[src/rtl/kaktovik_pkg.sv]
// Shared Kaktovik glyph definitions: segment patterns, the decoded output word,
// and the pattern-to-digit lookup used by the encoder and any future checkers.
package kaktovik_pkg;

  typedef enum logic {SETTLE, LOCKED} state_t;

  typedef struct packed {
    logic       err;
    logic       blank;
    logic       v;
    logic [4:0] value;
  } word_t;

  localparam logic [7:0] GLYPH_ZERO  = 8'h04;
  localparam logic [7:0] GLYPH_BLANK = 8'h00;

  // Index is the digit value; 19 is the all-on glyph and no pattern maps to 30.
  localparam logic [7:0] GLYPH_TBL [30] = '{
    8'h04, 8'h01, 8'h07, 8'h0F, 8'h1F,
    8'h20, 8'h21, 8'h27, 8'h2F, 8'h3F,
    8'h60, 8'h61, 8'h67, 8'h6F, 8'h7F,
    8'hE0, 8'hE1, 8'hE7, 8'hEF, 8'hFF,
    8'hC0, 8'hC1, 8'hC7, 8'hCF, 8'hDF,
    8'hA0, 8'hA1, 8'hA7, 8'hAF, 8'hBF
  };

  // Returns {err, blank, value}.
  function automatic logic [6:0] glyph_to_value(input logic [7:0] p);
    logic [6:0] r;
    r = {1'b1, 1'b0, 5'd0};
    if (p == GLYPH_BLANK) r = {1'b0, 1'b1, 5'd0};
    for (int i = 0; i < 30; i++) begin
      if (p == GLYPH_TBL[i]) r = {2'b00, 5'(i)};
    end
    return r;
  endfunction

endpackage

[src/rtl/kaktovik_glyph_classify.sv]
// Combinational classifier: normalised segment pattern to Kaktovik digit,
// blank or invalid.
module kaktovik_glyph_classify
  import kaktovik_pkg::*;
(
  input  logic [7:0] pat,
  output logic [4:0] value,
  output logic       v,
  output logic       blank,
  output logic       err
);

  logic [6:0] res;

  assign res                 = glyph_to_value(pat);
  assign {err, blank, value} = res;
  assign v                   = (value >= 5'd20);

endmodule

[src/rtl/kaktovik_segment_encoder.sv]
// Samples a live 8-segment Kaktovik pattern, debounces it, and presents each
// newly stable glyph once on a valid/ready port with a one-entry overflow slot.
module kaktovik_segment_encoder
  import kaktovik_pkg::*;
#(
  parameter int STABLE_CYCLES = 4,
  parameter int CNT_W         = 8
) (
  input  logic       clk,
  input  logic       rst,
  input  logic       AL,
  input  logic [7:0] SEG,
  input  logic       out_ready,
  output logic       out_valid,
  output logic [4:0] VALUE,
  output logic       V,
  output logic       BLANK,
  output logic       ERR,
  output logic       OVR
);

  localparam logic [CNT_W-1:0] STABLE_CNT = CNT_W'(STABLE_CYCLES);
  localparam logic [CNT_W-1:0] CNT_MAX    = {CNT_W{1'b1}};

  // Stage p0: raw input sample; vld_p0 keeps the reset-time sample out of the count.
  logic       al_p0;
  logic [7:0] seg_p0;
  logic       vld_p0;
  logic [7:0] pat_p0;

  always_ff @(posedge clk) begin
    al_p0  <= AL;
    seg_p0 <= SEG;
  end

  always_ff @(posedge clk) begin
    if (rst) vld_p0 <= 1'b0;
    else     vld_p0 <= 1'b1;
  end

  assign pat_p0 = seg_p0 ^ {8{~al_p0}};

  word_t cls_word;

  kaktovik_glyph_classify u_classify (
    .pat   (pat_p0),
    .value (cls_word.value),
    .v     (cls_word.v),
    .blank (cls_word.blank),
    .err   (cls_word.err)
  );

  // Stability tracking compares the raw {AL, SEG} so an AL flip restarts settling.
  state_t           state_q, state_d;
  logic [CNT_W-1:0] cnt_q, cnt_d;
  logic [8:0]       last_q, last_d;
  logic             emit;

  always_comb begin
    state_d = state_q;
    cnt_d   = cnt_q;
    last_d  = last_q;
    emit    = 1'b0;
    if (vld_p0) begin
      if ({al_p0, seg_p0} != last_q) begin
        last_d  = {al_p0, seg_p0};
        cnt_d   = CNT_W'(1);
        state_d = SETTLE;
      end else if (cnt_q != CNT_MAX) begin
        cnt_d = cnt_q + CNT_W'(1);
      end
      if (state_d == SETTLE && cnt_d == STABLE_CNT) begin
        emit    = 1'b1;
        state_d = LOCKED;
      end
    end
  end

  // Stage p1: output register plus pending slot.
  word_t word_p1, word_d;
  logic  vld_p1, vld_d;
  word_t pnd_q, pnd_d;
  logic  pnd_vld_q, pnd_vld_d;
  logic  ovr_q, ovr_d;
  logic  xfer;

  assign xfer = vld_p1 & out_ready;

  always_comb begin
    word_d    = word_p1;
    vld_d     = vld_p1;
    pnd_d     = pnd_q;
    pnd_vld_d = pnd_vld_q;
    ovr_d     = ovr_q;
    if (xfer) begin
      if (pnd_vld_q) begin
        word_d    = pnd_q;
        pnd_vld_d = emit;
        if (emit) pnd_d = cls_word;
      end else if (emit) begin
        word_d = cls_word;
      end else begin
        vld_d = 1'b0;
      end
    end else if (emit) begin
      if (!vld_p1) begin
        word_d = cls_word;
        vld_d  = 1'b1;
      end else begin
        pnd_d     = cls_word;
        pnd_vld_d = 1'b1;
        if (pnd_vld_q) ovr_d = 1'b1;
      end
    end
  end

  always_ff @(posedge clk) begin
    if (rst) begin
      state_q   <= SETTLE;
      cnt_q     <= '0;
      last_q    <= {1'b1, GLYPH_BLANK};
      word_p1   <= '0;
      vld_p1    <= 1'b0;
      pnd_vld_q <= 1'b0;
      ovr_q     <= 1'b0;
    end else begin
      state_q   <= state_d;
      cnt_q     <= cnt_d;
      last_q    <= last_d;
      word_p1   <= word_d;
      vld_p1    <= vld_d;
      pnd_vld_q <= pnd_vld_d;
      ovr_q     <= ovr_d;
    end
  end

  always_ff @(posedge clk) begin
    pnd_q <= pnd_d;
  end

  assign out_valid = vld_p1;
  assign VALUE     = word_p1.value;
  assign V         = word_p1.v;
  assign BLANK     = word_p1.blank;
  assign ERR       = word_p1.err;
  assign OVR       = ovr_q;

endmodule

[config.mk]
export PLATFORM = sky130hd
export DESIGN_NAME = kaktovik_segment_encoder
export DESIGN_NICKNAME = d
export VERILOG_FILES = /design/src/rtl/kaktovik_pkg.sv /design/src/rtl/kaktovik_glyph_classify.sv /design/src/rtl/kaktovik_segment_encoder.sv
export SDC_FILE = /design/constraint.sdc
export NUM_CORES = 1
export LEC_CHECK = 0
export CAP_MARGIN = 20
export CORE_MARGIN = 8
export CORE_UTILIZATION = 44
export DETAILED_ROUTE_END_ITERATION = 7
export SKIP_LAST_GASP = 1
export SLEW_MARGIN = 10
export SYNTH_ARGS = -nofsm -noshare
export SYNTH_HDL_FRONTEND = slang
export SYNTH_HIERARCHICAL = 1
export SYNTH_SLANG_ARGS = --single-unit
[constraint.sdc]
create_clock -name clk -period 2.8 [get_ports clk]
set_input_delay 0.42 -clock clk [delete_from_list [all_inputs] [get_ports clk]]
set_output_delay 0.42 -clock clk [all_outputs]
set_load 0.01 [all_outputs]
* Word-level counts from Yosys, hierarchy flattened
Cells that the tools add are included.
Word-level totals: register bits after elaboration 47, bits in latches 0, RAM bits 0, ROM bits 0, bits of input ports 12, output and inout port bits 10, word-level logic and storage cells 130, memories kept 0
Cells by class: $add $sub $neg 1, multipliers 0, divide/modulo/power cells 0, order comparisons 1, equal/unequal tests 38, shifts and indexed selects 0, mux-type cells 57, bitwise gates (word level) 5, reduce and logical (&&, ||, !) cells 11
Operator list (number):
- 2-to-1 mux 7 bit | 31
- == test 8 bit (second input constant) | 15
- 2-to-1 mux 8 bit | 12
- == test 8 x 6 -> 1 bit (second input constant) | 5
- == test 8 x 7 -> 1 bit (second input constant) | 5
- == test 8 x 3 -> 1 bit (second input constant) | 3
- 2-to-1 mux 1 bit | 14
- != test 9 bit | 1
- adder 8 x 1 -> 8 bit (second input constant) | 1
- == test 8 x 1 -> 1 bit (second input constant) | 1
- == test 8 x 4 -> 1 bit (second input constant) | 1
- == test 8 x 5 -> 1 bit (second input constant) | 1
- zero test 8 bit | 1
- != test 2 bit (second input constant) | 4
- != test 8 bit (second input constant) | 1
- AND reduction 4 bit | 2
- bitwise XOR 8 bit | 1
- AND reduction 3 bit | 2
- nonzero test 2 bit | 3
- >= comparator 5 bit (second input constant) | 1
- AND reduction 2 bit | 2
- inverter 1 bit | 3
- != test 2 x 1 -> 1 bit (second input constant) | 1
- bitwise AND 1 bit | 1
- logical AND 1 bit | 1

* Longest topological paths before layout
word-level depth 38, gate-level depth with buffers 11, depth with buffers taken out 8

* Cells and area by module
The synthesis kept the hierarchy.
By module, submodules not included:
- kaktovik_segment_encoder | instances 1, cells an instance 209, area each 2103.3 um^2, sequential area each 1021.0 um^2
- kaktovik_glyph_classify | instances 1, cells an instance 89, area each 600.6 um^2, sequential area each 0.0 um^2

* Worst setup path before layout
Ideal clock, no wire load.
path kind register to register, start reg cnt_q[1], end reg pnd_q[0] (netlist bit) (enable), library setup time 370 ps, data arrival time 1777 ps, data required time 2430 ps, path slack 653 ps, stages on the path, launching flop included 8, path buffers 1, period minus slack after synthesis 2147 ps, cells stage by stage dfxtp_1 -> ha_1 -> nand4_1 -> and4_4 -> o2111a_2 -> buf_6 -> nand3_1 -> nor2_1
Between the ends: longest elaborated chain between the ends 10, elaborated cells on any way between the ends 12, classes of those cells 1 x add/sub; 3 x eq/ne; 5 x mux; 3 x reduce/logical
RTL lines:
- from (decl) | line kaktovik_segment_encoder.sv:55 | logic [CNT_W-1:0] cnt_q, cnt_d;
- from (signal assigned) | line kaktovik_segment_encoder.sv:128 | cnt_q <= cnt_d;
- adder 8 x 1 -> 8 bit / != test 8 bit (equally long branches) | line kaktovik_segment_encoder.sv:70, kaktovik_segment_encoder.sv:69
- 2-to-1 mux 8 bit (*) | line kaktovik_segment_encoder.sv:69 | end else if (cnt_q != CNT_MAX) begin
- 2-to-1 mux 8 bit (*) | line kaktovik_segment_encoder.sv:65 | if ({al_p0, seg_p0} != last_q) begin
- 2-to-1 mux 8 bit (*) | line kaktovik_segment_encoder.sv:64 | if (vld_p0) begin
- == test 8 x 3 -> 1 bit (*) | line kaktovik_segment_encoder.sv:72 | if (state_d == SETTLE && cnt_d == STABLE_CNT) begin
- logical AND 1 bit (*) | line kaktovik_segment_encoder.sv:72
- 2-to-1 mux 1 bit (*) | line kaktovik_segment_encoder.sv:72
- 2-to-1 mux 1 bit (*) | line kaktovik_segment_encoder.sv:64
- != test 2 bit (no line) / nonzero test 2 bit (equally long branches)
- AND reduction 4 bit (no line) (*)
- to (signal assigned) | line kaktovik_segment_encoder.sv:138 | pnd_q <= pnd_d;
- to (decl) | line kaktovik_segment_encoder.sv:82 | word_t pnd_q, pnd_d;
Mark *: on every way between the ends. The rest lies on a longest branch, timed or not. The select of a mux whose other input is x is not followed. A chain may end at the register's enable or synchronous reset.

==> run_results.csv <==
group,metric,value,unit
final_layout,fin_util,51.6,%
yosys,synth.lib_cells_used.distinct,60,
final_layout,area_growth,13.0,%
clock_tree,cts_tree,"done",
place,place_congestion,0.942,
clock_tree,cts_post_setup_buffers_inserted,0,
critical_path,critPathBufInv,2,
power,swShare,27.0,%
floorplanning,io_pins,22,
power,leakagePower,0.00101,uW
timing,final_number_of_hold_violating_endpoints,0,
clock_tree,worstSkewPairLatency,300,ps
routing,antenna_violating_nets_post_route,0,
critical_path,critPathTopFamily,"compound AO/OA/AOI/OAI gates",
power,seqPwrFrac,48.8,%
timing,tns,0,ps
yosys,synth-seq-area-share,37.8,%
yosys,ys_warns,6,
global_route,antenna_found_initial,0,
timing,worstMarginPinSlew,631,ps
critical_path,setup.worst_path.end_class,"flop",
critical_path,crit_fanout,11,
yosys,number_of_synthesized_register_bits,47,
timing,fmax,407,MHz
critical_path,worst_path_max_delay_cell,"dfxtp_1",
yosys,synth_area,2700,sq um
yosys,avgSynthCellArea,9.07,sq um
routing,dr_total_vias,2276,
final_layout,layout_cell_share_with_drive_strength_beyond_1,12.4,%
clock_tree,clkSinkCount,47,
critical_path,timing.critical_path.slowest_cell_delay,530,ps
global_route,grt.overflow.total,0,
place,placed_cells_incl_taps,381,
final_layout,finalNonFillerCells,389,
timing,unrepaired_setup_endpoints_after_global_routing,"false",
final_layout,mostFrequentLayoutCells,"39 x dfxtp_1, 23 x o21ai_0, 21 x nor2_1, 21 x clkdlybuf4s50_1, 18 x nand2_1",
final_layout,layout.cells.most_common,"dfxtp_1",
timing,fin_crit_sh,87.6,%
global_route,grt_pass1_vias,2210,
clock_tree,cts_buffers,5,
final_layout,antenna_cells,0,
power,power_frac_clock,35.0,%
timing,fin_skew,5.13,ps
yosys,synth_fp_nets,311,
timing,timing.final.max_slew_violations,0,
floorplanning,die_w,94.4,um
critical_path,cp_data_arrival_time,2690,ps
clock_tree,cts_resized,0,
floorplanning,initial_utilization,45.7,%
yosys,async_s_r_ff_share_synth,0,%
routing,drt_iter0_markers,121,
routing,drcViolationCount,0,
clock_tree,hold_buffers,0,
place,port_buffers,21,
power,comb_power_share,16.2,%
power,peakVddDrop,0.287,mV
floorplanning,floorplan.rows,28,
run_status,status,"complete, no violations",
routing,wl,6190,um
floorplanning,core_area,5920,sq um
power,pwrdens,483,nW/um^2
clock_tree,clk_path_buf_depth,2,
routing,vias_per_cell,5.85,
yosys,synth_cells,298,
timing,number_of_failing_setup_endpoints_in_the_final_timing_report,0,
critical_path,path_class,"flop to flop",
global_route,gr_usage_total,14.8,%
critical_path,cp_data_required_time,3030,ps
power,p_int,1080,uW
yosys,synth-main-ff-cell,"dfxtp_1",
clock_tree,ctsRootBufferMaster,"clkbuf_8",
timing,final.min_clock_period,2450,ps
routing,first_pass_iters,4,
floorplanning,die_area,8910,sq um
final_layout,layout.nets,326,
timing,max_slew_margin,57.7,%
job,max_cap_violations,0,
routing,routedWlPerCell,15.9,um
global_route,grt_start_max_net_pins,21,
yosys,count_of_flip_flops_with_a_built_in_enable_after_synthesis,8,
power,switchingPower,398,uW
worst_hold_path,worst_hold_path_type,"flop to flop",
global_route,grt_first_pass_wirelength,10700,um
critical_path,timing.critical_path.cells,"buf_4, xnor2_1, buf_4, nor4_4, a41oi_1, o21ai_0, a21oi_1, o21ai_0, nand4_1, a31oi_1",
critical_path,critical_path.startpoint_type,"flop",
floorplanning,die_height,94.4,um
clock_tree,clk_pin_slew_worst_paths,90,ps
clock_tree,h-tree-depth,2,
place,hpwlAfterDp,4350,um
[flip-flops by register name, summed over array words and instances, names as in the netlist]
signal / count
pnd_q: 8
VALUE: 5
seg_p0: 8
al_p0: 1
state_q: 1
vld_p0: 1
pnd_vld_q: 1
last_q: 9
V: 1
out_valid: 1
BLANK: 1
OVR: 1
cnt_q: 8
ERR: 1
[worst paths after layout]
check | startpoint | to | slack (ps) | depth (start not counted)
worst min-delay path | OVR | OVR | 470 | 1
worst max register to register | al_p0 | VALUE[1] | 350 | 10
worst min register to register | OVR | OVR | 470 | 1
worst max-delay path | al_p0 | VALUE[1] | 350 | 10
[final cells by class]
type	count	area, sq um
multi-input cells	216	1480
clock buffers	5	68.8
well taps	75	93.8
inverters	8	30.0
flip-flops and latches	47	1020
fillers	563	2870
clock inverters	3	45.0
repair buffers	35	315
[kinds of logic after synthesis]
family | after synthesis | share of synthesized area (%)
muxes | 12 | 4.44
xor gates and xnor gates | 20 | 6.76
DFF | 47 | 37.8
and+or+nand+nor | 93 | 19.7
buffers and inverters | 35 | 7.96
AOI/OAI and AO/OA | 90 | 23.0
adders and majority gates | 1 | 0.463
[metal layers]
| metal | up-vias | track usage, % | wire (um) |
|---|---|---|---|
| met5 | - | 0 | 0 |
| met1 | 1069 | 19.8 | 3000 |
| met4 | 0 | 4.62 | 85 |
| met3 | 8 | 3.10 | 319 |
| met2 | 61 | 23.3 | 2780 |
| li1 | 1138 | - | - |
[synth_stat cells (3+ instances only)]
cell type	number	share of area [%]
edfxtp_1	8	8.9
a21oi_1	10	1.9
a31oi_1	15	3.5
xnor2_1	18	5.8
dfxtp_1	39	29
inv_1	8	1.1
buf_6	5	2.1
and2_1	3	0.69
nor4_1	4	0.93
nand2_1	18	2.5
clkbuf_1	7	0.97
nor2_1	21	2.9
o21ai_0	23	4.3
nand2b_1	4	0.93
nand4_1	12	2.8
a211oi_1	6	1.7
mux2i_1	12	4.4
buf_4	3	0.83
o31ai_1	12	3.3
buf_2	8	1.5
nand3_1	11	2.0
[through the flow]
step | hold slack (ps) | setup slack [ps] | area (sq um) | total power, uW
floorplan | 448 | 653 | 2700 | 921
global placement | 448 | 343 | 2930 | 972
detailed placement | 452 | 250 | 2930 | 969
CTS | 476 | 216 | 3050 | 1490
global route | 518 | 37.8 | 3050 | 1540
finish | 468 | 346 | 3050 | 1470
[power by group through the flow]
stage	combinational [uW]	sequential (uW)	clock, uW
final	238	720	516
after global routing	263	722	556
after CTS	235	720	531
after detailed placement	234	736	0
after global placement	238	735	0
after floorplan	191	730	0
(Power assumes the default switching activity.)
